## config.mk

```make
export PLATFORM = sky130hd
export DESIGN_NAME = req_ack_link
export DESIGN_NICKNAME = d
export VERILOG_FILES = /design/src/rtl/link_pkg.sv /design/src/rtl/link_master.sv /design/src/rtl/link_slave.sv /design/src/rtl/req_ack_link.sv
export SDC_FILE = /design/constraint.sdc
export NUM_CORES = 1
export LEC_CHECK = 0
export CAP_MARGIN = 10
export CORE_MARGIN = 2
export CORE_UTILIZATION = 60
export CTS_BUF_LIST = sky130_fd_sc_hd__clkbuf_8
export DETAILED_ROUTE_END_ITERATION = 8
export GPL_TIMING_DRIVEN = 0
export PLACE_DENSITY = 0.85
export SYNTH_ARGS = -nofsm -noshare
export SYNTH_HDL_FRONTEND = slang
export SYNTH_SLANG_ARGS = --single-unit
```

## constraint.sdc

```tcl
create_clock -name clk -period 5.15 [get_ports clk]
set_input_delay 0.515 -clock clk [delete_from_list [all_inputs] [get_ports clk]]
set_output_delay 0.515 -clock clk [all_outputs]
set_load 0.1 [all_outputs]
```

## src/rtl/link_pkg.sv

```systemverilog
`default_nettype none
// ============================================================================
// Module   : link_pkg
// Purpose  : Shared types and widths for the req/ack link master and slave.
// Revision : 1.0 - initial release
// ============================================================================
package link_pkg;

    localparam int DATA_W = 8;

    typedef enum logic [2:0] {
        M_IDLE         = 3'd0,
        M_REQ          = 3'd1,
        M_WAIT_ACK_LOW = 3'd2,
        M_DONE         = 3'd3,
        M_HALT         = 3'd4
    } master_state_t;

    typedef enum logic [1:0] {
        S_WAIT_REQ     = 2'd0,
        S_ACK          = 2'd1,
        S_WAIT_REQ_LOW = 2'd2
    } slave_state_t;

endpackage : link_pkg
`default_nettype wire

```

## src/rtl/link_master.sv

```systemverilog
`default_nettype none
// ============================================================================
// Module   : link_master
// Purpose  : Sender side of the 4-phase link. Sends NUM_BYTES bytes, one per
//            handshake, then pulses done. Optional macro LINK_REPEAT_EN makes
//            the burst repeat instead of halting.
// Revision : 1.0 - initial release
// ============================================================================
module link_master
    import link_pkg::*;
#(
    parameter int                NUM_BYTES = 4,
    parameter logic [DATA_W-1:0] BASE_DATA = 8'hA0
) (
    input  logic              clk,
    input  logic              rst,      // active-low, asynchronous
    input  logic              i_ack,
    output logic              o_req,
    output logic [DATA_W-1:0] o_data,
    output logic              o_done
);

    localparam logic [DATA_W-1:0] c_LAST_IDX = DATA_W'(NUM_BYTES - 1);

    master_state_t     r_state;
    logic [DATA_W-1:0] r_idx;
    logic              r_req;
    logic [DATA_W-1:0] r_data;
    logic              r_done;
    logic [DATA_W-1:0] w_next_idx;

    assign w_next_idx = r_idx + 8'd1;

    // Sender FSM: raise req with the indexed byte, drop it on ack, wait for
    // ack low before either the next byte or the done pulse.
    always_ff @(posedge clk or negedge rst) begin
        if (!rst) begin
            r_state <= M_IDLE;
            r_idx   <= '0;
            r_req   <= 1'b0;
            r_data  <= '0;
            r_done  <= 1'b0;
        end else begin
            case (r_state)
                M_IDLE: begin
                    r_req   <= 1'b1;
                    r_data  <= BASE_DATA + r_idx;
                    r_state <= M_REQ;
                end
                M_REQ: begin
                    if (i_ack) begin
                        r_req   <= 1'b0;
                        r_state <= M_WAIT_ACK_LOW;
                    end
                end
                M_WAIT_ACK_LOW: begin
                    // Waiting for ack low keeps a lingering ack from
                    // being taken as acceptance of the following byte.
                    if (!i_ack) begin
                        if (r_idx == c_LAST_IDX) begin
                            r_done  <= 1'b1;
                            r_state <= M_DONE;
                        end else begin
                            r_idx   <= w_next_idx;
                            r_req   <= 1'b1;
                            r_data  <= BASE_DATA + w_next_idx;
                            r_state <= M_REQ;
                        end
                    end
                end
                M_DONE: begin
                    r_done <= 1'b0;
`ifdef LINK_REPEAT_EN
                    r_idx   <= '0;
                    r_state <= M_IDLE;
`else
                    r_state <= M_HALT;
`endif
                end
                M_HALT: begin
                    r_req <= 1'b0;
                end
                default: begin
                    r_req   <= 1'b0;
                    r_done  <= 1'b0;
                    r_state <= M_HALT;
                end
            endcase
        end
    end

    assign o_req  = r_req;
    assign o_data = r_data;
    assign o_done = r_done;

endmodule : link_master
`default_nettype wire

```

## src/rtl/link_slave.sv

```systemverilog
`default_nettype none
// ============================================================================
// Module   : link_slave
// Purpose  : Receiver side of the 4-phase link. Latches each byte on req,
//            holds ack for ACK_HOLD cycles, counts accepted bytes (saturating).
//            With LINK_REPEAT_EN defined the count clears on the done pulse.
// Revision : 1.0 - initial release
// ============================================================================
module link_slave
    import link_pkg::*;
#(
    parameter int ACK_HOLD = 2
) (
    input  logic              clk,
    input  logic              rst,      // active-low, asynchronous
    input  logic              i_req,
    input  logic [DATA_W-1:0] i_data,
`ifdef LINK_REPEAT_EN
    input  logic              i_done,
`endif
    output logic              o_ack,
    output logic [DATA_W-1:0] o_last_byte,
    output logic [DATA_W-1:0] o_rx_count
);

    localparam int                  c_HOLD_W    = (ACK_HOLD > 1) ? $clog2(ACK_HOLD) : 1;
    localparam logic [c_HOLD_W-1:0] c_HOLD_LOAD = c_HOLD_W'(ACK_HOLD - 1);

    slave_state_t      r_state;
    logic [c_HOLD_W-1:0] r_hold;
    logic              r_ack;
    logic [DATA_W-1:0] r_last_byte;
    logic [DATA_W-1:0] r_rx_count;

    // Receiver FSM: accept a byte on req, hold ack for a fixed count, then
    // wait for req to drop before re-arming.
    always_ff @(posedge clk or negedge rst) begin
        if (!rst) begin
            r_state     <= S_WAIT_REQ;
            r_hold      <= '0;
            r_ack       <= 1'b0;
            r_last_byte <= '0;
            r_rx_count  <= '0;
        end else begin
`ifdef LINK_REPEAT_EN
            // The done pulse marks the end of a burst; the next burst
            // counts from zero again.
            if (i_done) begin
                r_rx_count <= '0;
            end
`endif
            case (r_state)
                S_WAIT_REQ: begin
                    if (i_req) begin
                        r_last_byte <= i_data;
                        if (r_rx_count != 8'hFF) begin
                            r_rx_count <= r_rx_count + 8'd1;
                        end
                        r_ack   <= 1'b1;
                        r_hold  <= c_HOLD_LOAD;
                        r_state <= S_ACK;
                    end
                end
                S_ACK: begin
                    if (r_hold == '0) begin
                        r_ack   <= 1'b0;
                        r_state <= S_WAIT_REQ_LOW;
                    end else begin
                        r_hold <= r_hold - 1'b1;
                    end
                end
                S_WAIT_REQ_LOW: begin
                    if (!i_req) begin
                        r_state <= S_WAIT_REQ;
                    end
                end
                default: begin
                    r_ack   <= 1'b0;
                    r_state <= S_WAIT_REQ;
                end
            endcase
        end
    end

    assign o_ack       = r_ack;
    assign o_last_byte = r_last_byte;
    assign o_rx_count  = r_rx_count;

endmodule : link_slave
`default_nettype wire

```

## src/rtl/req_ack_link.sv

```systemverilog
`default_nettype none
// ============================================================================
// Module   : req_ack_link
// Purpose  : Self-contained 4-phase req/ack link: a master that sends a burst
//            of NUM_BYTES bytes and a slave that receives them. Handshake is
//            exported for monitoring. Optional macro LINK_REPEAT_EN repeats
//            the burst indefinitely.
// Revision : 1.0 - initial release
// ============================================================================
module req_ack_link
    import link_pkg::*;
#(
    parameter int                NUM_BYTES = 4,
    parameter int                ACK_HOLD  = 2,
    parameter logic [DATA_W-1:0] BASE_DATA = 8'hA0
) (
    input  logic              clk,
    input  logic              rst,        // active-low, asynchronous
    output logic              req,
    output logic              ack,
    output logic [DATA_W-1:0] data,
    output logic              done,
    output logic [DATA_W-1:0] last_byte,
    output logic [DATA_W-1:0] rx_count
);

    link_master #(
        .NUM_BYTES (NUM_BYTES),
        .BASE_DATA (BASE_DATA)
    ) u_master (
        .clk    (clk),
        .rst    (rst),
        .i_ack  (ack),
        .o_req  (req),
        .o_data (data),
        .o_done (done)
    );

    link_slave #(
        .ACK_HOLD (ACK_HOLD)
    ) u_slave (
        .clk         (clk),
        .rst         (rst),
        .i_req       (req),
        .i_data      (data),
`ifdef LINK_REPEAT_EN
        .i_done      (done),
`endif
        .o_ack       (ack),
        .o_last_byte (last_byte),
        .o_rx_count  (rx_count)
    );

endmodule : req_ack_link
`default_nettype wire

```

Word level (Yosys, flattened, before mapping)

Cells that the tools add are included.

Bits of input ports: 2
Bits in registers: 41
Logic and storage cells: 74
Output and inout port bits: 27

Bitwise operators: 6
Add/subtract/negate cells: 5
Equality and inequality tests: 15
Reduce and logical (&&, ||, !) cells: 15
Muxes and demuxes: 23

Operators with widths:

| cell                | number |
|---|---|
| $reduce_and 3->1    | 7 |
| $add 8x1->8 const B | 2 |
| $add 8x8->8 const A | 2 |
| $mux 8              | 2 |
| $pmux 8 s2          | 1 |
| $pmux 3 s4          | 1 |
| $ne 2x2->1 const B  | 5 |
| $eq 8x2->1 const B  | 1 |
| $mux 1              | 8 |
| $mux 2              | 4 |
| $ne 8x8->1 const B  | 1 |
| $eq 3x2->1 const B  | 2 |
| $mux 3              | 2 |
| $not 1->1           | 6 |
| $pmux 2 s3          | 1 |
| $ne 2x1->1 const B  | 2 |
| $pmux 1 s2          | 2 |
| $pmux 1 s4          | 1 |
| $reduce_and 2->1    | 2 |
| $reduce_and 4->1    | 1 |
| $reduce_bool 2->1   | 2 |
| $eq 3x1->1 const B  | 1 |
| $eq 3x3->1 const B  | 1 |
| $logic_not 3->1     | 1 |
| other kinds (6)     | 6 |

Logic depth before layout (Yosys ltp)

Gate-level depths: netlist of run 1.

Depth in word-level cells: 5
Gate-level depth with buffers: 9
Gate-level depth less buffers: 8

Cells and area by module

A second synthesis of run 1 with hierarchy kept.

Cells, all modules: 170
Area, all modules: 1959.4 um^2

By module, submodules not included:

| module      | cells each | seq. area each (um^2) | area an instance (um^2) | instances |
|---|---|---|---|---|
| link_master | 100        | 525.5                 | 1077.3                  | 1 |
| link_slave  | 70         | 500.5                 | 882.1                   | 1 |

Worst setup path after synthesis of run 1

Ideal clock, no wire load.

Path type: flip-flop to flip-flop
Start point: reg u_master.r_req, in the netlist u_master.o_req
End point: reg u_slave.r_rx_count[1], in the netlist u_slave.o_rx_count[1]
Library setup time: 0.126 ns
Setup slack: 2.924 ns
Path buffers: 0
Data required time: 5.024 ns
Period minus slack after synthesis: 2.226 ns
Cell stages (with the launch flop): 4
Data arrival time: 2.100 ns
Path through: dfrtp_1 nor3b_4 a21boi_4 mux2_2

Longest elaborated chain between the ends: 1

Ends and longest elaborated chain:

| what                       | line              | source |
|---|---|---|
| start: declaration         | link_master.sv:27 | `logic r_req;` |
| start signal: assignment   | link_master.sv:40 | `r_req <= 1'b0;` |
| start signal: assignment   | link_master.sv:46 | `r_req <= 1'b1;` |
| start signal: assignment   | link_master.sv:52 | `r_req <= 1'b0;` |
| $reduce_and 3->1 (no line) | n/a               |  |
| end signal: assignment     | link_slave.sv:57  | `r_rx_count <= r_rx_count + 8'd1;` |
| end: declaration           | link_slave.sv:33  | `logic [DATA_W-1:0] r_rx_count;` |

No other way between the ends.
A chain may end at the register's enable or synchronous reset.

Final worst setup path of run 1

Start point: reg u_slave.r_rx_count[2], in the netlist u_slave.o_rx_count[2]
End point: out rx_count[2]

RTL lines:

| what             | line               | source |
|---|---|---|
| end: declaration | req_ack_link.sv:24 | `output logic [DATA_W-1:0] rx_count` |

No word-level cell between the ends.

==> results of run 1 <==
-- cell families after synthesis --
group                      count (synthesis)
AOI/OAI and AO/OA                         30
muxes                                     12
xor gates and xnor gates                  20
DFF                                       41
adders and majority gates                  4
and+or+nand+nor                           47
buffers and inverters                     13
-- cell type report --
type	instances	area (sq um)	area share
flip-flops and latches	41	1030	0.433
plain buffers	8	37.5	0.0158
clock buffers	7	96.3	0.0407
multi-input cells	113	856	0.361
inverters	5	18.8	0.00792
clock inverters	1	5.00	0.00211
well taps	44	55.1	0.0232
repair buffers	28	275	0.116
-- cells in the mapped netlist, types with 3 or more instances --
| cell | count | area [sq um] |
|---|---|---|
| nand4_1 | 10 | 62.6 |
| nand2_1 | 13 | 48.8 |
| xnor2_1 | 14 | 123 |
| nor3_1 | 3 | 15.0 |
| buf_2 | 5 | 25.0 |
| dfrtp_1 | 41 | 1030 |
| nor2_1 | 9 | 33.8 |
| a21oi_1 | 12 | 60.1 |
| ha_1 | 3 | 37.5 |
| mux2_2 | 11 | 124 |
| inv_1 | 5 | 18.8 |
| xor2_1 | 6 | 52.6 |
| o21ai_0 | 4 | 20.0 |
-- per-layer routing --
layer | vias to the layer above | routed length (microns)
li1 | 663 | -
met1 | 661 | 1560
met2 | 43 | 1870
met3 | 8 | 158
met4 | 0 | 67
met5 | - | 0
-- power by group --
group | leakage [uW] | internal (uW) | switching (uW)
Sequential | 0.000510 | 322 | 0
Combinational | 0.000447 | 0.274 | 5.78
Clock | 0.0000542 | 121 | 105
Total | 0.00101 | 443 | 111
-- state kept, by name, summed over array words and instances, names as in the netlist --
| register | cells |
|---|---|
| u_slave.r_state | 2 |
| u_master.o_done | 1 |
| u_master.r_state | 3 |
| u_slave.o_rx_count | 8 |
| u_slave.o_ack | 1 |
| u_master.o_req | 1 |
| u_master.o_data | 8 |
| u_slave.r_hold | 1 |
| u_slave.o_last_byte | 8 |
| u_master.r_idx | 8 |
-- through the flow --
stage / cells / utilization / hold slack (ps) / power [uW] / area, sq um
final: 247 / 0.776 / 337 / 554 / 2370
after global routing: 247 / 0.776 / 406 / 573 / 2370
after CTS: 247 / 0.776 / 362 / 559 / 2370
after detailed placement: 239 / 0.743 / 481 / 335 / 2270
after global placement: 239 / 0.745 / 474 / 335 / 2270
after floorplan: 167 / - / 219 / 328 / 1940
-- final timing paths --
kind | slack [ps] | startpoint | end
worst max-delay path | 2720 | u_slave.o_rx_count[2] | rx_count[2]
worst min-delay path | 340 | rst | u_slave.o_rx_count[5]
worst max register to register | 2940 | u_master.r_state[2] | u_master.o_data[7]
worst min register to register | 490 | u_slave.o_rx_count[7] | u_slave.o_rx_count[7]
max in group asynchronous | 4270 | rst | u_master.r_idx[2]
min in group clk | 490 | u_slave.o_rx_count[7] | u_slave.o_rx_count[7]
==> flow_summary.toml, run 1 <==
[detailed_routing]
final_antenna_net_count = 0
post_drt_wl_per_cell_microns = 14.8
dr.pass1.iters = 4
post_drt_via_cell_ratio = 5.57
drt_iter0_drc = 45
num_vias = 1375
drcViolationCount = 0
drt-total-wl_mm = 3.66

[clocking]
htreeDepth = 2
numCtsBuffers = 5
insertion_delay_ps = 290
cts_tree = "yes"
clock_sinks = 41
path_clk_slew_ps = 70
clk_path_buf_depth = 2
cts_setup_buffers = 0
cts-resized-gates = 0
cts_root_buf = "clkbuf_8"
cts_hold_buf = 0

[setup_path]
endpoint_kind = "output pin"
rr_worst_depth = 9
crit_required_ps = 4640
cpLargestDelayFamily = "buffers and inverters"
crit_slowest_cell = "clkdlybuf4s50_1"
path_cells = "clkdlybuf4s50_1"
max_stage_delay_ps = 1170
cp.depth = 1
worstSetupPathType = "register to output pin"
crit_buf_inv = 1
cp.arrival_ps = 1920
startpoint_type = "register"
crit_fanout = 6

[timing]
period_needed_ps = 2430
tns_ps = 0
worstMarginPinSlew_ps = 995
max_freq_ghz = 0.411
max_slew_margin = 0.335
setup_violations = 0
skew_ps = 3.68
setup_ws_ps = 2720
final_max_slew_viol_count = 0
min_period_over_period = 0.472
grt_setup_unrepaired = "false"
hold_viol_final = 0

[flow_run]
cap_viol_max_count = 0

[synth]
yosys.cell_types.count = 39
synthAdderAreaFrac = 0.0245
ys_seq_elements = 41
synth_edf_count = 0
synth_top_family_by_area = "simple AND/OR/NAND/NOR gates"
yosysWarnings = 0
syn-cell-area_sq_um = 1940
synth-compound-area-share = 0.106
syn_nets = 172
synthMuxAreaShare = 0.0691
async_flop_share = 1.00
synth_cells = 167
ys_seq_area_frac = 0.529
synth_xor_area_frac = 0.0904
synthFlopType = "dfrtp_1"
synthSimpleGateAreaFrac = 0.152
synth.avg_cell_area_sq_um = 11.6

[floorplan]
initial_core_util = 0.635
die-area_sq_um = 3700
core-area_sq_um = 3050
ios = 29
rows = 20
die_w_microns = 60.8
die_h_microns = 60.8

[grt]
grt_usage = 0.220
grt_first_pass_wirelength_mm = 5.76
use_met3 = 0.0725
globalRoute.busiestLayer = "met2"
grt-ovfl-total = 0
grt_max_degree = 42
grt_use_met2 = 0.358
antenna_found_initial = 0
globalRouteMet1Util = 0.260
grt_pass1_vias = 1259

[layout]
fin_nets = 207
syn_to_final_growth_pct = 22.3
fillers = 212
layout_common_cells = "dfrtp_1, clkdlybuf4s50_1, xnor2_1"
drive_gt1_frac = 0.172
antenna_cells = 0
final_common_cell = "dfrtp_1"

[min_path]
hold_path_class = "input port to asynchronous set/reset pin"

[placed_design]
portBuffers = 28
gp_congestion = 0.845
pre_cts_slack_ps = 2990
dpl.hpwl_mm = 2.58

[pwr]
p_leak_uw = 0.00101
vdd_drop_max_mv = 0.247
power.density_nw_per_um2 = 234

[outcome]
outcome = "finished clean"
Power figures use the tool's default switching activity.
==> run 2: changes to the inputs <==
Settings changed: CORE_UTILIZATION 60 to 50, PLACE_DENSITY 0.85 to 0.76.
Clock period 5.15 ns to 2.1 ns, I/O delays scaled along.
==> flow_summary.toml, run 2 (synthesis gave the netlist of run 1 again) <==
[outcome]
outcome = "finished clean"

[detailed_routing]
drt-total-wl_mm = 3.64
drcViolationCount = 0
final_antenna_net_count = 0
dr.pass1.iters = 4
post_drt_via_cell_ratio = 5.49
num_vias = 1394
drt_iter0_drc = 60
post_drt_wl_per_cell_microns = 14.3

[timing]
worstMarginPinSlew_ps = 1010
min_period_over_period = 0.964
setup_ws_ps = 75.3
tns_ps = 0
setup_violations = 0
max_slew_margin = 0.329
period_needed_ps = 2020
hold_viol_final = 0
holdWs_ps = 31.0
skew_ps = 9.08
final_max_slew_viol_count = 0
max_freq_ghz = 0.494

[clocking]
cts_tree = "yes"
insertion_delay_ps = 290
numCtsBuffers = 5
cts_root_buf = "clkbuf_8"
path_clk_slew_ps = 80
clk_path_buf_depth = 2
clock_sinks = 41
htreeDepth = 2
cts_hold_buf = 0

[floorplan]
ios = 29
initial_core_util = 0.525
die_w_microns = 66.3
rows = 22
core-area_sq_um = 3690
die-area_sq_um = 4390
die_h_microns = 66.3

[grt]
antenna_found_initial = 0
grt_max_degree = 42
grt_usage = 0.181
grt_first_pass_wirelength_mm = 5.87
grt-ovfl-total = 0
grt_pass1_vias = 1269

[placed_design]
pre_cts_slack_ps = -71.7
dpl.hpwl_mm = 2.50
gp_congestion = 0.847
portBuffers = 28

[layout]
antenna_cells = 0
final_common_cell = "dfrtp_1"
drive_gt1_frac = 0.204
syn_to_final_growth_pct = 27.4
utilization = 0.670
layout_common_cells = "dfrtp_1, clkdlybuf4s50_1, xnor2_1"
fin_nets = 210

[setup_path]
crit_start = "u_slave.o_rx_count[7]"
crit_required_ps = 1890
cp.arrival_ps = 1810
path_cells = "clkdlybuf4s50_1"
crit_slowest_cell = "clkdlybuf4s50_1"
cpLargestDelayFamily = "buffers and inverters"
startpoint_type = "register"
crit_buf_inv = 1
crit_fanout = 3
worstSetupPathType = "register to output pin"
endpoint_kind = "output pin"
max_stage_delay_ps = 1140
rr_startpoint = "u_master.r_state[0]"

[flow_run]
cap_viol_max_count = 0

[pwr]
power.density_nw_per_um2 = 584
p_leak_uw = 0.00115
vdd_drop_max_mv = 0.715

[min_path]
hold_path_class = "input port to asynchronous set/reset pin"
-- run 2: cell types whose count changed in the layout (fill, tap and decap cells not counted), moves of 2 or more --
cell / delta
buf_6: +2
clkdlybuf4s50_1: -8
xor2_1: -2
buf_4: +4
xor2_2: +2
buf_2: -2
dlymetal6s2s_1: +7
-- run 2: per-stage QoR --
stage / std cells / power [uW] / area, sq um
2_1_floorplan: 167 / 805 / 1940
3_3_place_gp: 243 / 821 / 2280
3_5_place_dp: 243 / 821 / 2270
4_1_cts: 252 / 1460 / 2400
5_1_grt: 254 / 1490 / 2470
6_report: 254 / 1440 / 2470
-- run 2: area by class of cell --
type	instances	area [sq um]
buffer	7	46.3
clock buffer	6	82.6
clock inverter	2	33.8
fill	280	1220
inverter	5	18.8
multi-input combinational	113	880
sequential	41	1030
tap	48	60.1
timing repair buffer	32	322
-- run 2: routing by layer --
metal | GRT usage | share of wire
met5 | 0 | 0
met4 | 0.0765 | 0.016
met3 | 0.0562 | 0.043
met2 | 0.284 | 0.49
met1 | 0.231 | 0.45
-- run 2: what timing repair did --
action / 4_1_cts / 5_1_grt
setup endpoints to repair: 2 / 8
pin swaps: 1 / 5
gates resized for setup: 2 / 16
buffers inserted: 1 / 3
hold endpoints to repair: 0 / 0
-- run 2: path summary, 6_finish.rpt --
path	endpoint	slack [ps]	cells past startpoint
setup / recovery	rx_count[7]	80	1
hold / removal	u_slave.r_state[0]	30	1
setup reg to reg	u_master.o_data[7]	90	9
hold reg to reg	u_slave.o_rx_count[5]	490	1
max in group asynchronous	u_master.o_req	1470	1
min in group clk	u_slave.o_rx_count[5]	490	1
-- run 2: power breakdown --
group,total [uW],switching (uW),internal [uW],leakage (uW)
registers,789,0,789,0.000509
logic,15.0,14.3,0.673,0.000577
clock network,638,255,382,0.0000626
==> run 3: changes to the inputs <==
Settings changed: HOLD_SLACK_MARGIN from default to 0.03.
Clock period 2.1 ns to 1.8 ns, I/O delays scaled along.
==> flow_summary.toml, run 3 (synthesis gave the netlist of run 1 again) <==
[grt]
globalRoute.busiestLayer = "met2"
grt_first_pass_wirelength_mm = 7.11
antenna_found_initial = 0
globalRouteMet1Util = 0.272
grt_pass1_vias = 1483
use_met3 = 0.0630
grt_usage = 0.219
grt-ovfl-total = 0
grt_use_met2 = 0.349
grt_max_degree = 42

[timing]
skew_ps = 2.23
hold_viol_final = 0
setup_ws_ps = -188
grt_setup_unrepaired = "true"
max_freq_ghz = 0.503
max_slew_margin = 0.355
final_max_slew_viol_count = 0
min_period_over_period = 1.10
tns_ps = -275
worstMarginPinSlew_ps = 971
setup_violations = 2
period_needed_ps = 1990

[clocking]
numCtsBuffers = 5
clock_sinks = 41
cts_hold_buf = 0
cts_tree = "yes"
clk_path_buf_depth = 2
htreeDepth = 2
cts_root_buf = "clkbuf_8"
path_clk_slew_ps = 70
insertion_delay_ps = 290

[outcome]
outcome = "finished with violations"
violations = "negative setup slack"

[floorplan]
rows = 22
die_h_microns = 66.3
die-area_sq_um = 4390
die_w_microns = 66.3
core-area_sq_um = 3690
initial_core_util = 0.525
ios = 29

[pwr]
power.density_nw_per_um2 = 668
netSwitchingFraction = 0.184
vdd_drop_max_mv = 0.526
internal-power_uw = 1370
p_seq_frac = 0.549
power.switching_uw = 308
p_leak_uw = 0.00112
p_clk_frac = 0.440
p_comb_frac = 0.010

[setup_path]
endpoint_kind = "register"
rr_endpoint = "u_master.o_data[7]"
worstSetupEndpoint = "u_master.o_data[7]"
crit_start = "u_master.r_state[0]"
worstSetupPathType = "register to register"
crit_fanout = 3
cp.arrival_ps = 2200
ff2ff_setup_slack_ps = -190
rr_startpoint = "u_master.r_state[0]"
startpoint_type = "register"
crit_required_ps = 2010
rr_worst_depth = 9

[placed_design]
pre_cts_slack_ps = -282
portBuffers = 28
gp_congestion = 0.833
dpl.hpwl_mm = 2.69

[layout]
final_common_cell = "dfrtp_1"
syn_to_final_growth_pct = 29.5
layout_common_cells = "dfrtp_1, dlygate4sd2_1, xnor2_1"
utilization = 0.680
drive_gt1_frac = 0.308
antenna_cells = 0
fillers = 275
fin_nets = 218

[flow_run]
cap_viol_max_count = 0

[detailed_routing]
post_drt_via_cell_ratio = 5.69
drt_iter0_drc = 91
drcViolationCount = 0
dr.pass1.iters = 4
num_vias = 1492
post_drt_wl_per_cell_microns = 15.9
drt-total-wl_mm = 4.17
final_antenna_net_count = 0

[min_path]
hold_path_class = "input port to asynchronous set/reset pin"
## run 3: area by class of cell
type,instances,area [sq um],area share
flip-flops and latches,41,1040,0.416
repair buffers,39,320,0.128
inverters,5,18.8,0.00748
clock inverters,2,33.8,0.0135
clock buffers,6,82.6,0.0329
multi-input cells,113,900,0.358
plain buffers,8,51.3,0.0204
well taps,48,60.1,0.0239
## run 3: worst max-delay path, stage by stage (launching register included)
cell and delay, ps:
dfrtp_1 410, buf_6 140, nor3b_4 210, nand4_1 190, nor2_2 150, xnor2_1 140, ha_2 220, xor2_2 170
nand4_1 120, a31oi_1 170
## run 3: per-stage QoR
stage | hold slack (ps) | total power, uW | std cells | area [sq um]
6_report | 2.44 | 1680 | 262 | 2510
3_5_place_dp | 345 | 957 | 243 | 2300
5_1_grt | 67.9 | 1750 | 262 | 2510
4_1_cts | 33.2 | 1700 | 260 | 2480
3_3_place_gp | 464 | 958 | 243 | 2310
2_1_floorplan | -116 | 939 | 167 | 1970
## run 3: power by group through the flow
stage	logic, uW	registers (uW)	clock network, uW
floorplan	0.000344	939	0
global placement	19.4	939	0
detailed placement	18.7	939	0
CTS	18.8	920	758
global route	21.2	920	811
finish	17.3	920	738
## run 3: routing by layer
| metal | share of wire | vias up |
|---|---|---|
| li1 | - | 686 |
| met1 | 0.42 | 730 |
| met2 | 0.49 | 63 |
| met3 | 0.067 | 13 |
| met4 | 0.031 | 0 |
| met5 | 0 | - |
## run 3: worst min path at each step
stage | start | to
2_1_floorplan | rst | u_master.o_data[0]
3_3_place_gp | u_slave.o_rx_count[7] | u_slave.o_rx_count[7]
3_5_place_dp | rst | u_slave.o_rx_count[7]
4_1_cts | rst | u_slave.o_rx_count[0]
5_1_grt | rst | u_slave.o_rx_count[7]
6_report | rst | u_slave.o_rx_count[7]
## run 3: repair_timing
item / 4_1_cts / 5_1_grt
resized for setup: 34 / 12
pin swaps: 9 / 4
endpoints found under the hold margin: 0 / 0
buffers inserted: 9 / 2
setup endpoints to repair: 34 / 16
cloned: 0 / 0
